[src/rtl/aim_pkg.sv]
// Shared types and defaults for the aim controller and its sweep helpers.
package aim_pkg;

    localparam int VALUE_W          = 7;
    localparam int ANGLE_MAX_DEF    = 90;
    localparam int STRENGTH_MAX_DEF = 100;
    localparam int TICK_DIV_DEF     = 2500000;

    typedef enum logic [2:0] {
        IDLE         = 3'd0,
        AIM_ANGLE    = 3'd1,
        AIM_STRENGTH = 3'd2,
        FIRE         = 3'd3,
        FLIGHT       = 3'd4
    } aim_state_e;

    typedef struct packed {
        logic [VALUE_W-1:0] value;
        logic               dir_up;
    } sweep_t;

    // One ping-pong step; direction flips as soon as an end point is reached.
    function automatic sweep_t sweep_step(input logic [VALUE_W-1:0] value,
                                          input logic               dir_up,
                                          input logic [VALUE_W-1:0] max_val);
        sweep_t r;
        if (max_val == '0)
            r.value = '0;
        else if (dir_up ? (value < max_val) : (value == '0))
            r.value = value + VALUE_W'(1);
        else
            r.value = value - VALUE_W'(1);

        if (r.value >= max_val)
            r.dir_up = 1'b0;
        else if (r.value == '0)
            r.dir_up = 1'b1;
        else
            r.dir_up = dir_up;
        return r;
    endfunction

endpackage

[src/rtl/sweep_tick.sv]
// Free-running divider that pulses tick every TICK_DIV enabled cycles;
// dropping enable for one cycle restarts the count from zero.
module sweep_tick
    import aim_pkg::*;
#(
    parameter int TICK_DIV = TICK_DIV_DEF
) (
    input  logic clk,
    input  logic resetn,
    input  logic enable,
    output logic tick
);

    localparam int               CNT_W = (TICK_DIV > 1) ? $clog2(TICK_DIV) : 1;
    localparam logic [CNT_W-1:0] LAST  = CNT_W'(TICK_DIV - 1);

    logic [CNT_W-1:0] count_q;
    logic [CNT_W-1:0] count_d;

    always_comb begin
        count_d = '0;
        if (enable && (count_q != LAST))
            count_d = count_q + CNT_W'(1);
    end

    assign tick = enable && (count_q == LAST);

    always_ff @(posedge clk or negedge resetn) begin
        if (!resetn)
            count_q <= '0;
        else
            count_q <= count_d;
    end

endmodule

[src/rtl/aim_controller.sv]
// Two-stage aiming FSM: sweep angle, then strength, then fire and wait for
// the projectile to land.
module aim_controller
    import aim_pkg::*;
#(
    parameter int TICK_DIV     = TICK_DIV_DEF,
    parameter int ANGLE_MAX    = ANGLE_MAX_DEF,
    parameter int STRENGTH_MAX = STRENGTH_MAX_DEF
) (
    input  logic               clk,
    input  logic               resetn,
    input  logic               btn,
    input  logic               shot_done,
    output logic [VALUE_W-1:0] angle,
    output logic [VALUE_W-1:0] strength,
    output logic               fire,
    output logic [2:0]         phase,
    output logic               busy
);

    localparam logic [VALUE_W-1:0] ANGLE_MAX_V    = VALUE_W'(ANGLE_MAX);
    localparam logic [VALUE_W-1:0] STRENGTH_MAX_V = VALUE_W'(STRENGTH_MAX);

    aim_state_e         state_q, state_d;
    logic [VALUE_W-1:0] angle_q, angle_d;
    logic [VALUE_W-1:0] strength_q, strength_d;
    logic               dir_up_q, dir_up_d;
    logic               fire_q, fire_d;
    logic               busy_q, busy_d;
    logic               in_aim;
    logic               tick_en;
    logic               tick;
    sweep_t             step;

    assign in_aim = (state_q == AIM_ANGLE) || (state_q == AIM_STRENGTH);

    // btn always moves an aim state on, so masking it here zeroes the count at every transition.
    assign tick_en = in_aim && !btn;

    sweep_tick #(
        .TICK_DIV (TICK_DIV)
    ) u_sweep_tick (
        .clk    (clk),
        .resetn (resetn),
        .enable (tick_en),
        .tick   (tick)
    );

    always_comb begin
        state_d    = state_q;
        angle_d    = angle_q;
        strength_d = strength_q;
        dir_up_d   = dir_up_q;
        step       = (state_q == AIM_ANGLE)
                   ? sweep_step(angle_q, dir_up_q, ANGLE_MAX_V)
                   : sweep_step(strength_q, dir_up_q, STRENGTH_MAX_V);

        case (state_q)
            IDLE: begin
                if (btn) begin
                    state_d  = AIM_ANGLE;
                    angle_d  = '0;
                    dir_up_d = 1'b1;
                end
            end
            AIM_ANGLE: begin
                if (btn) begin
                    state_d    = AIM_STRENGTH;
                    strength_d = '0;
                    dir_up_d   = 1'b1;
                end else if (tick) begin
                    angle_d  = step.value;
                    dir_up_d = step.dir_up;
                end
            end
            AIM_STRENGTH: begin
                if (btn) begin
                    state_d = FIRE;
                end else if (tick) begin
                    strength_d = step.value;
                    dir_up_d   = step.dir_up;
                end
            end
            FIRE: begin
                state_d = FLIGHT;
            end
            FLIGHT: begin
                if (shot_done)
                    state_d = IDLE;
            end
            default: begin
                state_d = IDLE;
            end
        endcase

        fire_d = (state_d == FIRE);
        busy_d = (state_d != IDLE);
    end

    always_ff @(posedge clk or negedge resetn) begin
        if (!resetn) begin
            state_q    <= IDLE;
            angle_q    <= '0;
            strength_q <= '0;
            dir_up_q   <= 1'b1;
            fire_q     <= 1'b0;
            busy_q     <= 1'b0;
        end else begin
            state_q    <= state_d;
            angle_q    <= angle_d;
            strength_q <= strength_d;
            dir_up_q   <= dir_up_d;
            fire_q     <= fire_d;
            busy_q     <= busy_d;
        end
    end

    assign angle    = angle_q;
    assign strength = strength_q;
    assign fire     = fire_q;
    assign phase    = state_q;
    assign busy     = busy_q;

endmodule

[config.mk]
export PLATFORM = sky130hd
export DESIGN_NAME = aim_controller
export DESIGN_NICKNAME = d
export VERILOG_FILES = /design/src/rtl/aim_pkg.sv /design/src/rtl/sweep_tick.sv /design/src/rtl/aim_controller.sv
export SDC_FILE = /design/constraint.sdc
export NUM_CORES = 1
export LEC_CHECK = 0
export BUFFER_PORTS_ARGS = -buffer_cell sky130_fd_sc_hd__buf_2
export CORE_UTILIZATION = 54
export DETAILED_ROUTE_END_ITERATION = 8
export GPL_ROUTABILITY_DRIVEN = 0
export PLACE_DENSITY_LB_ADDON = 0.12
export RECOVER_POWER = 50
export SLEW_MARGIN = 30
export SYNTH_ARGS = -nofsm -noshare
export SYNTH_HDL_FRONTEND = slang
export SYNTH_SLANG_ARGS = --single-unit
[constraint.sdc]
create_clock -name clk -period 3 [get_ports clk]
set_input_delay 0.15 -clock clk [delete_from_list [all_inputs] [get_ports clk]]
set_output_delay 0.15 -clock clk [all_outputs]
set_load 0.01 [all_outputs]
# Yosys cells after proc, flatten, opt, wreduce, memory -nomap -nowiden
# Cells that the tools add are included.
[word_totals] regBits=42 latchBits=0 ramBits=0 rom_bits=0 input_bits=4 output_inout_bits=19 wordCells=71 memories=0
[op_classes] addsub=5 mul=0 div=0 order_cmp=4 eq_ne=13 shifts=0 mux=25 bitwise=0 n_reduce_logical=17
[ops] op="2-to-1 mux 7 bit" count=5
[ops] op="zero test 7 bit" count=4
[ops] op="one-hot mux 7 bit (2 select lines)" count=2
[ops] op="adder 22 x 1 -> 22 bit (second input constant)" count=1
[ops] op="== test 22 bit (second input constant)" count=1
[ops] op="2-to-1 mux 22 bit" count=1
[ops] op="inequality test 22 bit (second input constant)" count=1
[ops] op="one-hot mux 3 bit (5 select lines)" count=1
[ops] op="adder 7 x 1 -> 7 bit (second input constant)" count=2
[ops] op="greater-or-equal comparator 7 bit (second input constant)" count=2
[ops] op="less-than comparator 7 bit (second input constant)" count=2
[ops] op="subtractor 7 x 1 -> 7 bit (second input constant)" count=2
[ops] op="2-to-1 mux 3 bit" count=4
[ops] op="inequality test 2 bit (second input constant)" count=6
[ops] op="2-to-1 mux 1 bit" count=10
[ops] op="== test 3 x 2 -> 1 bit (second input constant)" count=3
[ops] op="2-to-1 mux 8 bit" count=1
[ops] op="AND reduction 4 bit" count=2
[ops] op="nonzero test 3 bit" count=2
[ops] op="nonzero test 2 bit" count=2
[ops] op="== test 3 x 1 -> 1 bit (second input constant)" count=1
[ops] op="== test 3 bit (second input constant)" count=1
[ops] op="logical AND 1 bit" count=3
[ops] op="zero test 3 bit" count=1
[ops] op="other kinds (4)" count=4

# Longest topological paths before layout
[depth] depth_word=10 ltp_mapped=12 ltp_nobuf=12

# Modules after synthesis
# A second synthesis with hierarchy kept.
[unflattened] hier_cells=286 area_unflattened_um2=2658.8
[modules_own_cells] module="aim_controller" instances=1 cells_each=167 area_per_inst_um2=1501.4 seq_area_each_um2=501.7
[modules_own_cells] module="sweep_tick" instances=1 cells_each=119 area_per_inst_um2=1157.4 seq_area_each_um2=550.5

# Worst setup path after synthesis
# Ideal clock, no wire load.
[synth_timing] path_type="reg-to-reg" from="reg angle_q[1] (netlist: angle[1])" to="reg dir_up_q" setup_time_ps=82 t_arrival_ps=3199 required_ps=2918 setup_slack_ps=-281 stages_incl_launch_ff=13 path_buffers=0 synth_period_minus_slack_ps=3281 cell_sequence="dfrtp_1 or4_1 nor3_1 a21oi_1 o22a_1 fa_1 a21o_1 a2111oi_0 or3_1 xor2_1 and4_1 o31ai_1 nor3_1"
[synth_via] elab_chain_len=10 elab_cells_between_ends=15 classes_between="add/sub: 2; order compare: 2; mux: 9; reduce/logical: 2"
[synth_lines] item="start, declared" line="aim_controller.sv:25" rtl="logic [VALUE_W-1:0] angle_q, angle_d;"
[synth_lines] item="start signal, assigned" line="aim_controller.sv:110" rtl="angle_q <= angle_d;"
[synth_lines] item="less-than comparator 7 bit or zero test 7 bit (tied branches)" line="aim_pkg.sv:29" rtl="else if (dir_up ? (value < max_val) : (value == '0))"
[synth_lines] item="2-to-1 mux 1 bit" line="aim_pkg.sv:29"
[synth_lines] item="2-to-1 mux 7 bit *" line="aim_pkg.sv:29"
[synth_lines] item="branches (longest 2 deep; another with greater-or-equal comparator 7 bit)"
[synth_lines] item="2-to-1 mux 1 bit *" line="aim_pkg.sv:34" rtl="if (r.value >= max_val)"
[synth_lines] item="2-to-1 mux 8 bit *" line="aim_controller.sv:55" rtl="? sweep_step(angle_q, dir_up_q, ANGLE_MAX_V)"
[synth_lines] item="2-to-1 mux 1 bit *" line="aim_controller.sv:71, aim_controller.sv:79"
[synth_lines] item="2-to-1 mux 1 bit, on equally long branches" line="aim_controller.sv:77, aim_controller.sv:67"
[synth_lines] item="one-hot mux 1 bit (3 select lines) *" line="aim_controller.sv:58" rtl="case (state_q)"
[synth_lines] item="end signal, assigned" line="aim_controller.sv:112" rtl="dir_up_q <= dir_up_d;"
[synth_lines] item="end, declared" line="aim_controller.sv:27" rtl="logic dir_up_q, dir_up_d;"
# Every way passes the cells marked *. The select of a mux whose other input is x is not followed.
# A chain may end at the register's enable or synchronous reset.

# Worst setup path after layout
[layout_timing] from="reg angle_q[4] (netlist: angle[4])" to="reg dir_up_q"
# Same word-level chain as after synthesis.

==> impl_metrics.json <==
{
  "clock-sinks": 42,
  "power_mw": 1.961,
  "crit_path_max_fanout": 4,
  "p_clk_share_pct": 19.8,
  "finalSetupTns_ns": -0.06705,
  "async_flop_share_pct": 100.0,
  "finalMaxSlewViolations": 43,
  "areaGrowthSynthToFinish_pct": 22.42,
  "grt_pass1_wl_um": 9853,
  "required_ns": 3.22,
  "failed_checks": "design-rule violations, max-capacitance violations, max-slew violations, negative setup slack",
  "cts_tree": "built",
  "setup_viol": 1,
  "synth_cell_type_count": 48,
  "max_stage_delay_ns": 0.54,
  "io-pin-count": 23,
  "antenna_found_initial": 0,
  "port_buffers": 22,
  "die_y_um": 71.26,
  "fp.dieW_um": 71.26,
  "clkSlewWorstSetupHoldPaths_ns": 0.09,
  "row_count": 24,
  "p_seq_share_pct": 37.2,
  "cts_root_buf": "clkbuf_8",
  "period_share_pct": 102.2,
  "clk_path_buf_depth": 2,
  "final-hold-violation-count": 0,
  "synth-seq-cells": 42,
  "drt_iter0_drc": 115,
  "p_per_area_nw_per_um2": 618.5,
  "crit_buf_inv": 0,
  "finalWorstSetupSlack_ns": -0.06705,
  "core-area_sq_um": 4474,
  "syn-num-nets": 298,
  "vdd_drop_max_v": 0.0002855,
  "rsz0062_at_grt": "true",
  "power.internal_mw": 1.226,
  "dp_hpwl_um": 3807,
  "worst_pin_slew_ns": 2.276,
  "hold_path_class": "in2reg",
  "syn_area_sq_um": 2590,
  "max_freq_mhz": 326.0,
  "yosys_warnings": 0,
  "max-slew-margin-rel_pct": -51.75,
  "netlist_instances": 278,
  "p_switching_mw": 0.7351,
  "worst_path_max_delay_cell": "or4_4",
  "criticalPathCategory": "reg2reg",
  "min_period_ns": 3.067,
  "critPathArrivalTime_ns": 3.29,
  "diodes": 0,
  "remaining_drc_errors": 2,
  "postRouteWirelength_um": 5743,
  "grt_overflow_total": 0,
  "ant_nets": 0,
  "setup.worst_path.start_class": "flip-flop",
  "first_global_vias": 2132,
  "clock_skew_ns": 0.008684,
  "synth_edf_count": 0,
  "p_comb_share_pct": 43.0,
  "final_cell_mix": "dfrtp_1 (39), nor2_1 (35), buf_4 (34)",
  "final_common_cell": "dfrtp_1",
  "h-tree-depth": 2,
  "dr.pass1.iters": 7,
  "drive_above_1_share_pct": 24.40,
  "fin_hold_ws_ns": 0.1093,
  "sw_frac_of_total_pct": 37.49,
  "final_nets": 351,
  "cts_buffers": 5,
  "start_util_pct": 57.89,
  "synth_ff_type": "dfrtp_1",
  "pre_cts_ws_ns": -0.1391,
  "max-cap-violations": 1,
  "viasPerCell": 5.664,
  "vias": 2175,
  "crit_family": "simple AND/OR/NAND/NOR gates",
  "leakage_nw": 1.452,
  "synth.yosys.seq_area_share_pct": 40.63,
  "cp-end-kind": "flip-flop",
  "crit_chain": "or4_4, nor3_4, a21oi_2, o22a_2, fa_2, a21o_1, a2111oi_4, or3_4, xor2_1, and4_1, o31ai_2, nor3_1",
  "dieArea_sq_um": 5077,
  "postSynthAreaPerCell_sq_um": 9.316,
  "grtUsageTotal_pct": 24.92,
  "clock_latency_ns": 0.30,
  "grt_max_degree": 43,
  "status": "complete, but fails checks",
  "avgRoutedWirePerCell_um": 14.96
}
-- metal layers --
layer,vias to the layer above,wire length [um],track usage [%]
li1,1080,-,-
met4,0,105,9.556
met1,1049,2691,32.31
met3,13,139,4.360
met5,-,0,0
met2,33,2806,41.90
-- kinds of logic (layout without fill, tap and decap cells) --
logic type / after synthesis / count (layout) / synth area share [%]
and+or+nand+nor: 125 / 125 / 24.83
AOI/OAI and AO/OA: 46 / 46 / 12.22
DFF: 42 / 42 / 40.63
xor gates and xnor gates: 33 / 33 / 11.16
adders and majority gates: 16 / 16 / 8.309
buffers and inverters: 16 / 70 / 2.851
-- cell usage after synthesis, drive strengths merged (3+ instances only) --
library cell,instances,area [sq um]
and3,6,38.79
o31ai,10,85.08
ha,14,175.2
or3,4,30.03
clkbuf,7,26.28
a211oi,3,22.52
and2,3,21.27
a21o,4,30.03
nand3,13,65.06
xnor2,11,96.34
o21ai,8,40.04
o21bai,3,22.52
nand4,5,31.28
nor3,8,40.04
nor2b,3,18.77
nor2,35,131.4
inv,5,18.77
a21oi,9,45.04
nor3b,3,22.52
nand2,30,112.6
buf,4,28.78
xor2,22,192.7
dfrtp,41,1026
-- state kept, by name (all words and copies together), names as in the netlist --
name,count
fire,1
u_sweep_tick.count_q,22
dir_up_q,1
strength,7
busy,1
phase,3
angle,7
-- power by group through the flow --
stage | clock network [mW] | logic (mW) | registers (mW)
floorplan | 0 | 0.400 | 0.747
global placement | 0 | 0.623 | 0.737
detailed placement | 0 | 0.635 | 0.736
CTS | 0.401 | 0.846 | 0.728
global route | 0.420 | 0.942 | 0.745
finish | 0.388 | 0.844 | 0.730
-- cell type report --
type | instances | area [sq um]
tap | 52 | 65.06
multi-input combinational | 220 | 1573
inverter | 5 | 18.77
fill | 374 | 1304
timing repair buffer | 57 | 367.9
clock inverter | 1 | 5.005
sequential | 42 | 1055
clock buffer | 7 | 86.33
-- worst register-to-register path, cell delays in order, from the launching register on --
cell	delay, ns
dfrtp_1	0.38
or4_4	0.54
nor3_4	0.16
a21oi_2	0.04
o22a_2	0.23
fa_2	0.35
a21o_1	0.20
a2111oi_4	0.30
or3_4	0.19
xor2_1	0.17
and4_1	0.21
o31ai_2	0.06
nor3_1	0.16
-- worst paths after layout --
| kind | startpoint | end | slack (ns) | cells after the start |
|---|---|---|---|---|
| min in group asynchronous | resetn | strength[6]$_DFFE_PN0P_ | 1.07 | 2 |
| worst min-delay path | shot_done | phase[2]$_DFF_PN0_ | 0.11 | 4 |
| max in group asynchronous | resetn | angle[3]$_DFFE_PN0P_ | 0.46 | 2 |
| worst max-delay path | angle[4]$_DFFE_PN0P_ | dir_up_q$_DFFE_PN1P_ | -0.07 | 12 |
| worst min register to register | u_sweep_tick.count_q[0]$_DFF_PN0_ | u_sweep_tick.count_q[0]$_DFF_PN0_ | 0.52 | 1 |
| worst max register to register | angle[4]$_DFFE_PN0P_ | dir_up_q$_DFFE_PN1P_ | -0.07 | 12 |
-- stage by stage --
step                std cells  instance area [sq um]  util (%)
finish                    384                   3171     70.86
floorplan                 278                   2600         -
CTS                       385                   3110     69.52
global placement          363                   2885     64.49
global route              384                   3171     70.86
detailed placement        363                   2885     64.49
-- what timing repair did --
action	4_1_cts	5_1_grt
buffers inserted	14	1
hold endpoints to repair	0	41
resized for setup	5	11
endpoints found under the setup margin	2	3
pin swaps	5	7
hold buffers	0	1
Note: power is estimated with default switching activity, not from simulation.
